<file path="src/rtl/vga_capture.sv">
// VGA receive monitor: samples hsync/vsync/RGB, recovers pixel coordinates,
// checks sync timing against the configured mode and exposes status on the CPU bus.
module vga_capture #(
  parameter int H_SYNC   = 96,
  parameter int H_BP     = 48,
  parameter int H_ACTIVE = 640,
  parameter int H_FP     = 16,
  parameter int V_SYNC   = 2,
  parameter int V_BP     = 33,
  parameter int V_ACTIVE = 480,
  parameter int V_FP     = 10
) (
  input  logic        clk,
  input  logic        rst,
  input  logic        hsync_in,
  input  logic        vsync_in,
  input  logic [3:0]  r_in,
  input  logic [3:0]  g_in,
  input  logic [3:0]  b_in,
  input  logic        we,
  input  logic        rd,
  input  logic [31:0] addr,
  input  logic [31:0] data_in,
  output logic [31:0] data_out,
  output logic        pixel_valid,
  output logic [9:0]  pixel_x,
  output logic [8:0]  pixel_y,
  output logic [11:0] pixel_color,
  output logic        locked
);

  localparam logic [10:0] H_SYNC_W  = 11'(H_SYNC);
  localparam logic [10:0] H_TOTAL_W = 11'(H_SYNC + H_BP + H_ACTIVE + H_FP);
  localparam logic [10:0] V_SYNC_W  = 11'(V_SYNC);
  localparam logic [10:0] V_TOTAL_W = 11'(V_SYNC + V_BP + V_ACTIVE + V_FP);
  localparam logic [9:0]  H_ACT_LO  = 10'(H_SYNC + H_BP);
  localparam logic [9:0]  H_ACT_HI  = 10'(H_SYNC + H_BP + H_ACTIVE - 1);
  localparam logic [9:0]  V_ACT_LO  = 10'(V_SYNC + V_BP);
  localparam logic [9:0]  V_ACT_HI  = 10'(V_SYNC + V_BP + V_ACTIVE - 1);
  localparam logic [9:0]  CNT_MAX   = 10'd1023;

  typedef enum logic [1:0] {
    S_UNLOCKED = 2'd0,
    S_GOOD1    = 2'd1,
    S_LOCKED   = 2'd2
  } state_e;

  state_e      state_q, state_d;
  logic        hs_q, hs_dly_q, vs_q, vs_dly_q;
  logic [11:0] rgb_q;
  logic [9:0]  hcnt_q, hcnt_d, vcnt_q, vcnt_d;
  logic        h_seen_q, h_seen_d, v_seen_q, v_seen_d;
  logic        h_err_q, h_err_d, v_err_q, v_err_d;
  logic [31:0] frame_q, frame_d;
  logic [9:0]  probe_x_q, probe_x_d;
  logic [8:0]  probe_y_q, probe_y_d;
  logic        probe_vld_q, probe_vld_d;
  logic [11:0] probe_col_q, probe_col_d;
  logic        pv_q, pv_d, locked_q, locked_d;
  logic [9:0]  px_q, px_d;
  logic [8:0]  py_q, py_d;
  logic [11:0] pc_q, pc_d;

  logic        hs_fall_s, hs_rise_s, vs_fall_s, vs_rise_s;
  logic [10:0] hcnt_inc_s, vcnt_inc_s, vs_width_s;
  logic        h_err_ev_s, v_err_ev_s, err_ev_s, active_s;
  logic [9:0]  xoff_s, yoff_s;
  logic        sts_wr_s, frame_wr_s, xy_wr_s;
  logic        unused_s;

  assign hs_fall_s  = hs_dly_q & ~hs_q;
  assign hs_rise_s  = ~hs_dly_q & hs_q;
  assign vs_fall_s  = vs_dly_q & ~vs_q;
  assign vs_rise_s  = ~vs_dly_q & vs_q;
  assign hcnt_inc_s = {1'b0, hcnt_q} + 11'd1;
  assign vcnt_inc_s = {1'b0, vcnt_q} + 11'd1;
  // A vsync rise on the same cycle as an hsync fall counts that line too.
  assign vs_width_s = hs_fall_s ? vcnt_inc_s : {1'b0, vcnt_q};

  assign h_err_ev_s = (hs_rise_s && (hcnt_inc_s != H_SYNC_W)) ||
                      (hs_fall_s && h_seen_q && (hcnt_inc_s != H_TOTAL_W));
  assign v_err_ev_s = (vs_rise_s && (vs_width_s != V_SYNC_W)) ||
                      (vs_fall_s && v_seen_q && (vcnt_inc_s != V_TOTAL_W));
  assign err_ev_s   = h_err_ev_s | v_err_ev_s;

  assign sts_wr_s   = we && (addr[3:2] == 2'd0);
  assign frame_wr_s = we && (addr[3:2] == 2'd1);
  assign xy_wr_s    = we && (addr[3:2] == 2'd2);

  assign unused_s = ^{addr[31:4], addr[1:0], data_in[31:25], data_in[15:10], data_in[0], yoff_s[9]};

  always_comb begin
    hcnt_d = hcnt_q;
    vcnt_d = vcnt_q;
    if (hs_fall_s) begin
      hcnt_d = 10'd0;
    end else if (hcnt_q != CNT_MAX) begin
      hcnt_d = hcnt_q + 10'd1;
    end else begin
      hcnt_d = hcnt_q;
    end
    if (vs_fall_s) begin
      vcnt_d = 10'd0;
    end else if (hs_fall_s && (vcnt_q != CNT_MAX)) begin
      vcnt_d = vcnt_q + 10'd1;
    end else begin
      vcnt_d = vcnt_q;
    end
  end

  // Next counter values line up with the colour held in rgb_q.
  assign active_s = (hcnt_d >= H_ACT_LO) && (hcnt_d <= H_ACT_HI) &&
                    (vcnt_d >= V_ACT_LO) && (vcnt_d <= V_ACT_HI);
  assign xoff_s   = hcnt_d - H_ACT_LO;
  assign yoff_s   = vcnt_d - V_ACT_LO;

  always_comb begin
    state_d = state_q;
    if (err_ev_s) begin
      state_d = S_UNLOCKED;
    end else begin
      case (state_q)
        S_UNLOCKED: state_d = vs_fall_s ? S_GOOD1 : S_UNLOCKED;
        S_GOOD1:    state_d = vs_fall_s ? S_LOCKED : S_GOOD1;
        S_LOCKED:   state_d = S_LOCKED;
        default:    state_d = S_UNLOCKED;
      endcase
    end
  end

  always_comb begin
    h_seen_d    = h_seen_q | hs_fall_s;
    v_seen_d    = v_seen_q | vs_fall_s;
    h_err_d     = h_err_ev_s | (h_err_q & ~(sts_wr_s & data_in[1]));
    v_err_d     = v_err_ev_s | (v_err_q & ~(sts_wr_s & data_in[2]));
    frame_d     = frame_q;
    probe_x_d   = probe_x_q;
    probe_y_d   = probe_y_q;
    probe_vld_d = probe_vld_q;
    probe_col_d = probe_col_q;
    locked_d    = (state_d == S_LOCKED);
    pv_d        = (state_d == S_LOCKED) && active_s;
    px_d        = px_q;
    py_d        = py_q;
    pc_d        = pc_q;
    if (frame_wr_s) begin
      frame_d = 32'd0;
    end else if (vs_fall_s && (state_q == S_LOCKED)) begin
      frame_d = frame_q + 32'd1;
    end else begin
      frame_d = frame_q;
    end
    if (xy_wr_s) begin
      probe_x_d   = data_in[9:0];
      probe_y_d   = data_in[24:16];
      probe_vld_d = 1'b0;
    end else if (pv_q && (px_q == probe_x_q) && (py_q == probe_y_q)) begin
      probe_col_d = pc_q;
      probe_vld_d = 1'b1;
    end else begin
      probe_vld_d = probe_vld_q;
    end
    if (active_s) begin
      px_d = xoff_s;
      py_d = yoff_s[8:0];
      pc_d = rgb_q;
    end else begin
      px_d = px_q;
    end
  end

  always_ff @(posedge clk or negedge rst) begin
    if (!rst) begin
      hs_q        <= 1'b1;
      hs_dly_q    <= 1'b1;
      vs_q        <= 1'b1;
      vs_dly_q    <= 1'b1;
      rgb_q       <= 12'd0;
      hcnt_q      <= 10'd0;
      vcnt_q      <= 10'd0;
      h_seen_q    <= 1'b0;
      v_seen_q    <= 1'b0;
      state_q     <= S_UNLOCKED;
      h_err_q     <= 1'b0;
      v_err_q     <= 1'b0;
      frame_q     <= 32'd0;
      probe_x_q   <= 10'd0;
      probe_y_q   <= 9'd0;
      probe_vld_q <= 1'b0;
      probe_col_q <= 12'd0;
      locked_q    <= 1'b0;
      pv_q        <= 1'b0;
      px_q        <= 10'd0;
      py_q        <= 9'd0;
      pc_q        <= 12'd0;
    end else begin
      hs_q        <= hsync_in;
      hs_dly_q    <= hs_q;
      vs_q        <= vsync_in;
      vs_dly_q    <= vs_q;
      rgb_q       <= {r_in, g_in, b_in};
      hcnt_q      <= hcnt_d;
      vcnt_q      <= vcnt_d;
      h_seen_q    <= h_seen_d;
      v_seen_q    <= v_seen_d;
      state_q     <= state_d;
      h_err_q     <= h_err_d;
      v_err_q     <= v_err_d;
      frame_q     <= frame_d;
      probe_x_q   <= probe_x_d;
      probe_y_q   <= probe_y_d;
      probe_vld_q <= probe_vld_d;
      probe_col_q <= probe_col_d;
      locked_q    <= locked_d;
      pv_q        <= pv_d;
      px_q        <= px_d;
      py_q        <= py_d;
      pc_q        <= pc_d;
    end
  end

  always_comb begin
    data_out = 32'd0;
    if (rd) begin
      case (addr[3:2])
        2'd0:    data_out = {29'd0, v_err_q, h_err_q, locked_q};
        2'd1:    data_out = frame_q;
        2'd2:    data_out = {7'd0, probe_y_q, 6'd0, probe_x_q};
        2'd3:    data_out = {probe_vld_q, 19'd0, probe_col_q};
        default: data_out = 32'd0;
      endcase
    end else begin
      data_out = 32'd0;
    end
  end

  assign pixel_valid = pv_q;
  assign pixel_x     = px_q;
  assign pixel_y     = py_q;
  assign pixel_color = pc_q;
  assign locked      = locked_q;

endmodule
</file>
<file path="config.mk">
export PLATFORM = sky130hd
export DESIGN_NAME = vga_capture
export DESIGN_NICKNAME = d
export VERILOG_FILES = /design/src/rtl/vga_capture.sv
export SDC_FILE = /design/constraint.sdc
export NUM_CORES = 1
export LEC_CHECK = 0
export CAP_MARGIN = 10
export CORE_UTILIZATION = 33
export CTS_BUF_LIST = sky130_fd_sc_hd__clkbuf_4
export DETAILED_ROUTE_END_ITERATION = 12
export GPL_ROUTABILITY_DRIVEN = 0
export PLACE_DENSITY = 0.69
export SLEW_MARGIN = 10
export SYNTH_ARGS = -nofsm -noshare
export SYNTH_HDL_FRONTEND = slang
export SYNTH_SLANG_ARGS = --single-unit
export TNS_END_PERCENT = 10
</file>
<file path="constraint.sdc">
create_clock -name clk -period 3.2 [get_ports clk]
set_clock_uncertainty 0.05 [all_clocks]
set_input_delay 0.64 -clock clk [delete_from_list [all_inputs] [get_ports clk]]
set_output_delay 0.64 -clock clk [all_outputs]
set_load 0.005 [all_outputs]
</file>
==> results.tsv, run 1 <==
metric	value	unit
cts_tree	done	
synth.top_cell.area_share	45.5	%
timing.final.crit_share	98.1	%
finalInstanceArea	0.00971	mm^2
fin_crit	3140	ps
syn_area_per_cell	11.0	um^2
synthFlopType	dfrtp_1	
status	finished with violations	
num_antenna_cells	0	
via_count	5897	
drc	12	
leakage	0.00422	uW
ys_warn_count	0	
worst_path_most_repeated_cell	clkdlybuf4s50_1	
endpoint_kind	primary output	
path_clk_slew	120	ps
peakVddDrop	331	uV
fp.dieArea	0.0231	mm^2
final_cell_mix	134 x dfrtp_1, 101 x clkdlybuf4s50_1, 67 x buf_4	
critical_path_class	primary input to primary output	
slew_violations	0	
first_pass_iters	9	
crit_path_max_incr_delay	500	ps
fp.coreArea	0.0220	mm^2
cp.arrival	2450	ps
yosysTopAreaCell	dfrtp_1	
final_util	44.2	%
hold_viol_final	0	
async_reset_ff_share	100	%
drt_iter0_drc	464	
cts.htree.levels	4	
grt_use_total	17.7	%
drt-total-wl	19800	um
synthTopCellsByArea	dfrtp_1 46%, mux2_2 6.2%, mux2_4 5.3%	
root_buffer	clkbuf_4	
die_w	152	um
dpl.hpwl	14500	um
p_total	3850	uW
path_buf_inv	3	
synth-edff-count	0	
violations	DRC	
io_buffers	103	
cp_cell_sequence	clkdlybuf4s50_1, buf_6, mux4_2, and2_1, clkdlybuf4s50_1	
worstMarginPinSlew	643	ps
hp-class	flop to flop	
cellPowerDensity	397	mW/mm^2
grt_max_degree	48	
layout.nets	925	
drive_gt1_share	26.4	%
cts_buffer_depth	2	
startpoint_type	primary input	
start_util	33.8	%
synth_cells	675	
ys_seq_elements	139	
fmax	319	MHz
ys_types	72	
die_h	152	um
syn_nets	765	
grt_pass1_wl	31400	um
overflow	0	
synth-seq-area-share	46.9	%
cts_buffers	17	
worstPathMaxFanout	8	
antenna_left	0	
setup_tns	0	ps
dp_cells	1089	
slew_headroom	56.5	%
synthesis.area	0.00742	mm^2
maxCapViolations	0	
ios	147	
critPathSlowestCell	clkdlybuf4s50_1	
wire_per_inst	17.6	um
grt_antenna_before_repair	0	
vias_per_cell	5.23	
setup_viol	0	
area_growth	30.8	%
fin_cells	1128	
placed_cell_area	0.00915	mm^2
cp.required	2510	ps
rows	54	
grt_pass1_vias	5839	
layout_commonest_cell	dfrtp_1	
cts.sinks	139	
rsz0062_at_grt	true	
cp_top_family	buffers and inverters	
clock_latency	570	ps
worst paths after layout:
kind,from,to,slack [ps],depth (start not counted)
worst max-delay path,addr[3],data_out[1],60,5
worst min-delay path,vs_q,vs_dly_q,360,0
worst max register to register,vcnt_q[0],pixel_color[11],70,13
worst min register to register,vs_q,vs_dly_q,360,0
max in group asynchronous,rst,vs_q,1860,3
min in group asynchronous,rst,rgb_q[7],470,2
registers in the layout (all words and copies together) (netlist names), 10 cells and up:
register     cells
probe_col_q     12
rgb_q           12
frame_q         32
pixel_color     12
probe_x_q       10
vcnt_q          10
hcnt_q          10
pixel_x         10
per-layer routing:
metal / share of wire (%) / global-route usage, % / vias up / routed length, um
met1: 46 / 24.3 / 2922 / 9220
met4: 2.1 / 5.88 / 0 / 416
li1: - / - / 2743 / -
met5: 0 / 0 / - / 0
met3: 6.1 / 4.28 / 32 / 1210
met2: 45 / 27.2 / 200 / 8990
report_power, final:
part,switching [uW],internal [uW]
Combinational,292,313
Clock,675,620
Sequential,108,1840
Total,1080,2780
worst reg2reg max path: stages (launching register included):
cell and delay [ps]:
dfrtp_1 400, ha_2 220, and3_1 190, a31oi_4 210, xnor2_1 70, or2_2 300, inv_1 80, ha_2 220
o41ai_2 90, buf_4 180, a311oi_4 360, buf_6 190, buf_12 140, mux2_2 330
cell type report:
cell class              instances  area [um^2]
well taps                     280          350
clock buffers                  17          128
fillers                      2028        12300
multi-input cells             476         3790
flip-flops and latches        139         3480
inverters                      22         82.6
clock inverters                15          198
repair buffers                179         1680
cell usage after synthesis, types with 7 or more instances:
cell type	n
o211ai_1	7
nand2b_1	8
buf_2	8
mux2i_1	11
nand2_1	35
inv_1	22
nor3_1	12
dfrtp_1	135
and3_1	19
o21ai_0	11
xor2_1	40
ha_1	8
nor2b_1	22
a21oi_1	14
clkbuf_1	17
mux2_2	41
nand4_1	15
xnor2_1	28
a22oi_1	16
nand3_1	26
a31oi_1	9
nor2_1	46
mux2_4	26
logic make-up after synthesis:
family / Yosys count / share of synthesized area (%)
xor+xnor: 68 / 8.03
flops: 139 / 46.9
simple gates: 229 / 16.8
buf+inv: 60 / 4.00
fa+ha+maj: 8 / 1.35
compound gates: 90 / 9.04
mux: 81 / 13.9
metrics by stage:
stage,hold WS (ps),setup WS [ps]
after global routing,359,-77.6
final,357,62.0
after floorplan,294,24.2
after detailed placement,332,-58.5
after CTS,352,5.68
after global placement,332,-19.9
repair_timing:
action / in CTS / in global routing
setup buffers: 4 / 0
pin swaps: 8 / 7
resized for setup: 17 / 25
setup endpoints to repair: 30 / 41
hold buffers: 1 / 0
endpoints found under the hold margin: 37 / 0
gates cloned: 2 / 1
Note: power is estimated with default switching activity, not from simulation.
==> run 2: changes to the inputs <==
Settings changed: CORE_UTILIZATION 33 to 49, PLACE_DENSITY 0.69 to 0.91, TNS_END_PERCENT 10 to unset.
Clock period 3.2 ns to 2.7 ns, I/O delays scaled along.
==> run 2 against run 1 <==
Against the previous run: the run ends with DRC, setup timing left; sequential share of layout area is 1.7 points lower; routed wire length is 25% higher; combinational power up 52%; power up 16%; die area down 32%; via count is 17% higher; flip-flop and latch count is the same; critical path depth increased by 10; clock power fell by 5%; worst setup slack lost 620 ps; final cell count is 2.1% lower; global-route usage rose by 12 points; largest cell class unchanged.
==> results.tsv, run 2 (synthesized netlist as in run 1, its figures left out) <==
metric	value	unit	change
cp.arrival	3680	ps	was 2450 ps
die_w	125	um	was 152 um
drc	4		was 12
layout.nets	996		was 925
die_h	125	um	was 152 um
critical_path_class	flop to flop		was primary input to primary output
cts_buffer_depth	2		unchanged
leakage	0.00470	uW	was 0.00422 uW
crit_path_max_incr_delay	420	ps	was 500 ps
drt-total-wl	24700	um	was 19800 um
path_clk_slew	120	ps	about the same
setup_tns	-16790	ps	was 0 ps
fp.dieArea	0.0156	mm^2	was 0.0231 mm^2
slew_violations	0		unchanged
worstPathMaxFanout	7		was 8
violations	DRC, setup timing		was DRC
drive_gt1_share	32.4	%	was 26.4%
fin_cells	1104		was 1128
largest_reg_flops	32		unchanged
rows	44		was 54
grt_max_degree	60		was 48
dp_cells	1045		was 1089
via_count	6906		was 5897
nFillCells	905		was 2028
grt_use_total	30.0	%	was 17.7%
startpoint_type	flop		was primary input
cts_tree	done		unchanged
cts_buffers	17		unchanged
slew_headroom	54.9	%	was 56.5%
cp_top_family	simple AND/OR/NAND/NOR gates		was buffers and inverters
cts.htree.levels	4		unchanged
hold_viol_final	0		unchanged
peakVddDrop	379	uV	was 331 uV
overflow	0		unchanged
dpl.hpwl	15400	um	was 14500 um
antenna_left	0		unchanged
clock_latency	590	ps	was 570 ps
wire_per_inst	22.4	um	was 17.6 um
rsz0062_at_grt	true		unchanged
worstMarginPinSlew	674	ps	was 643 ps
io_buffers	103		unchanged
start_util	50.7	%	was 33.8%
fin_crit	3260	ps	
grt_pass1_vias	6851		was 5839
cp.required	3120	ps	was 2510 ps
final_cell_mix	135 x dfrtp_1, 132 x buf_4, 90 x clkdlybuf4s50_1		was 134 x dfrtp_1, 101 x clkdlybuf4s50_1, 67 x buf_4
grt_antenna_before_repair	1		was 0
vias_per_cell	6.26		was 5.23
ios	147		unchanged
fmax	307	MHz	
grt_pass1_wl	36100	um	was 31400 um
fp.coreArea	0.0146	mm^2	was 0.0220 mm^2
cellPowerDensity	439	mW/mm^2	was 397 mW/mm^2
reg2reg_slack	-560	ps	was 70 ps
hp-class	primary input to flop		was flop to flop
setup_slack	-558	ps	was 62.0 ps
regMostFlops	frame_q		unchanged
layout_commonest_cell	dfrtp_1		unchanged
root_buffer	clkbuf_4		unchanged
pre_cts_slack	-471	ps	was -58.5 ps
whs	317	ps	was 357 ps
status	finished with violations		unchanged
critPathSlowestCell	dfrtp_1		was clkdlybuf4s50_1
cts.sinks	139		unchanged
area_growth	37.2	%	was 30.8%
first_pass_iters	12		was 9
timing.final.crit_share	121	%	
path_buf_inv	3		unchanged
setup_viol	37		was 0
cp_cell_sequence	ha_4, nand4_1, nor3_4, o21ai_4, inv_2, ha_4, nand2_2, a21oi_2, nand4_1, nor4b_2, o31ai_2, a311oi_4, buf_6, clkbuf_16, mux2_4		was clkdlybuf4s50_1, buf_6, mux4_2, and2_1, clkdlybuf4s50_1
drt_iter0_drc	1039		was 464
maxCapViolations	0		unchanged
p_total	4470	uW	was 3850 uW
endpoint_kind	flop		was primary output
[run 2: metrics by stage]
step	area (um^2)	utilization [%]
6_report	10200	69.5
4_1_cts	9960	68.0
3_5_place_dp	9480	64.7
2_1_floorplan	7490	-
5_1_grt	10200	69.5
3_3_place_gp	9480	64.7
[run 2: report_power, final]
part | internal (uW) | total, uW | switching, uW
clock network | 462 | 1240 | 780
registers | 2180 | 2300 | 118
logic | 462 | 922 | 460
total | 3110 | 4470 | 1360
[run 2: final timing paths]
check                      startpoint             end  cells past startpoint
min in group asynchronous         rst      frame_q[5]                      2
hold reg to reg              rgb_q[3]  pixel_color[3]                      1
max in group asynchronous         rst            hs_q                      3
setup / recovery            hcnt_q[1]      pixel_x[8]                     15
hold / removal               vsync_in            vs_q                      1
setup reg to reg            hcnt_q[1]      pixel_x[8]                     15
[run 2: timing repair]
action / CTS / global route
endpoints found under the setup margin: 61 / 55
hold endpoints to repair: 55 / 0
hold buffers: 1 / 0
gates resized for setup: 31 / 31
pin swaps: 7 / 14
gates cloned: 4 / 3
buffers inserted: 13 / 5
[run 2: final cells by class]
class                      count  area [um^2]  share of cell area, %
clock inverter                12         81.3                  0.799
timing repair buffer         250         2260                   22.2
tap                          184          230                   2.26
inverter                      22         82.6                  0.811
clock buffer                  20          150                   1.48
sequential                   139         3480                   34.2
antenna                        1         2.50                 0.0246
multi-input combinational    476         3890                   38.2
[run 2: worst register-to-register path, delay by kind of cell, from the launching register on]
| family | cells | cell delay (ps) |
|---|---|---|
| flip-flops | 1 | 420 |
| buffers and inverters | 3 | 530 |
| AO/OA/AOI/OAI | 4 | 580 |
| adder cells (fa/ha/maj) | 2 | 310 |
| AND/OR/NAND/NOR | 5 | 950 |
| multiplexers | 1 | 300 |
[run 2: layer usage]
layer,GRT usage [%],vias up,part of all wire [%]
li1,-,2865,-
met1,36.8,3353,37
met2,48.7,536,47
met3,6.55,152,9.5
met4,18.5,0,6.4
met5,0,-,0
==> run 3: changes to the inputs <==
Settings changed: CORE_UTILIZATION 49 to 54, DONT_BUFFER_PORTS set to 1, PLACE_DENSITY 0.91 to 0.84.
==> run 3 against run 2 <==
Against the previous run: the flow finishes with violations (hold timing, setup timing); critical path depth did not move; worst setup slack improved by 23 ps; utilization shrank 2.1 points; final cell count is 12% lower; clock power up 21%; clock-buffer cell count is 3 lower; critical path type unchanged; largest cell class unchanged.
==> results.tsv, run 3 (synthesized netlist as in run 1, its figures left out) <==
metric	value	unit	change
grt_max_degree	140		was 60
cts.htree.levels	4		unchanged
worstMarginPinSlew	398	ps	was 674 ps
antenna_left	0		unchanged
grt_antenna_before_repair	2		was 1
worstPathMaxFanout	8		was 7
placed_cell_area	0.00826	mm^2	was 0.00948 mm^2
drc	0		was 4
finalInstanceArea	0.00896	mm^2	was 0.0102 mm^2
first_pass_iters	7		was 12
peakVddDrop	512	uV	was 379 uV
cellPowerDensity	500	mW/mm^2	was 439 mW/mm^2
drt-total-wl	20000	um	was 24700 um
overflow	0		unchanged
leakage	0.00405	uW	was 0.00470 uW
fp.dieArea	0.0142	mm^2	was 0.0156 mm^2
rsz0062_at_grt	true		unchanged
endpoint_kind	flop		unchanged
fp.coreArea	0.0133	mm^2	was 0.0146 mm^2
nFillCells	934		was 905
drive_gt1_share	32.5	%	was 32.4%
area_growth	20.7	%	was 37.2%
ios	147		unchanged
clock_latency	580	ps	was 590 ps
critical_path_class	flop to flop		unchanged
startpoint_type	flop		unchanged
wire_per_inst	20.6	um	was 22.4 um
hp-class	primary input to async pin		was primary input to flop
fin_crit	3240	ps	was 3260 ps
worst-r2r-cell-count	15		unchanged
cp_cell_sequence	ha_4, nand4_1, nor3_2, o21ai_1, inv_1, ha_4, nand2_2, a21oi_2, nand4_1, nor4b_4, o31ai_4, a311oi_4, buf_12, buf_12, mux2_4		was ha_4, nand4_1, nor3_4, o21ai_4, inv_2, ha_4, nand2_2, a21oi_2, nand4_1, nor4b_2, o31ai_2, a311oi_4, buf_6, clkbuf_16, mux2_4
io_buffers	0		was 103
hold_viol_final	139		was 0
die_h	119	um	was 125 um
setup_viol	33		was 37
cts_tree	done		unchanged
slew_violations	0		unchanged
path_clk_slew	130	ps	was 120 ps
cp.required	3100	ps	was 3120 ps
cts.hold.buffers_added	14		was 1
slew_headroom	72.7	%	was 54.9%
whs	-404	ps	was 317 ps
grt_use_total	29.5	%	was 30.0%
num_antenna_cells	0		was 1
final_util	67.4	%	was 69.5%
layout_commonest_cell	dfrtp_1		unchanged
final_cell_mix	134 x dfrtp_1, 105 x buf_4, 46 x nor2_1		was 135 x dfrtp_1, 132 x buf_4, 90 x clkdlybuf4s50_1
timing.final.crit_share	120	%	was 121%
setup_slack	-535	ps	was -558 ps
status	finished with violations		unchanged
vias_per_cell	6.12		was 6.26
cts.sinks	139		unchanged
regMostFlops	frame_q		unchanged
critPathSlowestCell	dfrtp_1		unchanged
layout.nets	871		was 996
cp.arrival	3640	ps	was 3680 ps
cts_buffers	17		unchanged
die_w	119	um	was 125 um
setup_tns	-16090	ps	was -16790 ps
dpl.hpwl	13900	um	was 15400 um
violations	hold timing, setup timing		was DRC, setup timing
crit_path_max_incr_delay	430	ps	was 420 ps
maxCapViolations	0		unchanged
start_util	55.8	%	was 50.7%
root_buffer	clkbuf_4		unchanged
cts_buffer_depth	2		unchanged
via_count	5934		was 6906
fmax	309	MHz	was 307 MHz
largest_reg_flops	32		unchanged
drt_iter0_drc	495		was 1039
grt_pass1_vias	6008		was 6851
p_total	4480	uW	was 4470 uW
grt_pass1_wl	31800	um	was 36100 um
rows	42		was 44
[run 3: cell count changes in the layout (fill, tap and decap cells not counted), moves of 3 or more]
cell / before / now
inv_6: 0 / 5
clkdlybuf4s50_1: 90 / 0
clkinv_2: 5 / 0
dlymetal6s2s_1: 7 / 0
clkinvlp_4: 1 / 5
clkinv_1: 5 / 1
clkbuf_4: 20 / 17
buf_4: 132 / 105
buf_6: 7 / 2
dlygate4sd3_1: 1 / 14
dlygate4sd2_1: 5 / 0
[run 3: path summary, 6_finish.rpt]
kind | from | to | slack (ps)
hold reg to reg | vs_q | vs_dly_q | 360
setup / recovery | hcnt_q[0] | pixel_color[0] | -540
hold / removal | rst | pixel_y[2] | -400
max in group asynchronous | rst | vs_q | 2760
min in group clk | data_in[22] | probe_y_q[6] | 50
setup reg to reg | hcnt_q[0] | pixel_color[0] | -540
[run 3: cell type report]
type	count	area [um^2]	area share, %
clock inverter	15	186	2.08
timing repair buffer	125	1040	11.6
multi-input combinational	476	3820	42.6
tap	176	220	2.46
inverter	22	82.6	0.922
sequential	139	3480	38.9
clock buffer	17	128	1.42
[run 3: power breakdown]
part	leakage, uW	switching [uW]	internal, uW
clock network	0.000152	841	657
registers	0.00183	136	2190
logic	0.00206	303	354
total	0.00405	1280	3200
[run 3: per-stage QoR]
step | setup WS [ps] | std cells
3_5_place_dp | -546 | 914
6_report | -535 | 970
5_1_grt | -656 | 970
2_1_floorplan | -378 | 675
3_3_place_gp | -369 | 914
4_1_cts | -497 | 967
[run 3: per-layer routing]
metal	GRT usage, %	routed length [um]	up-vias
li1	-	-	2623
met1	36.7	7910	2923
met2	47.5	9650	322
met3	8.72	1690	64
met4	13.2	736	2
met5	0	16	-
[run 3: what timing repair did]
item / CTS / global route
resized for setup: 21 / 13
setup buffers: 6 / 3
hold endpoints to repair: 153 / 139
pin swaps: 11 / 10
cloned: 1 / 0
endpoints found under the setup margin: 34 / 39
[run 3: worst max-delay path: cells and delay by family, from the launching register on]
family	cells	cell delay [ps]
muxes	1	300
buffers and inverters	3	450
adders and majority gates	2	330
AOI/OAI and AO/OA	4	550
and+or+nand+nor	5	980
DFF	1	430
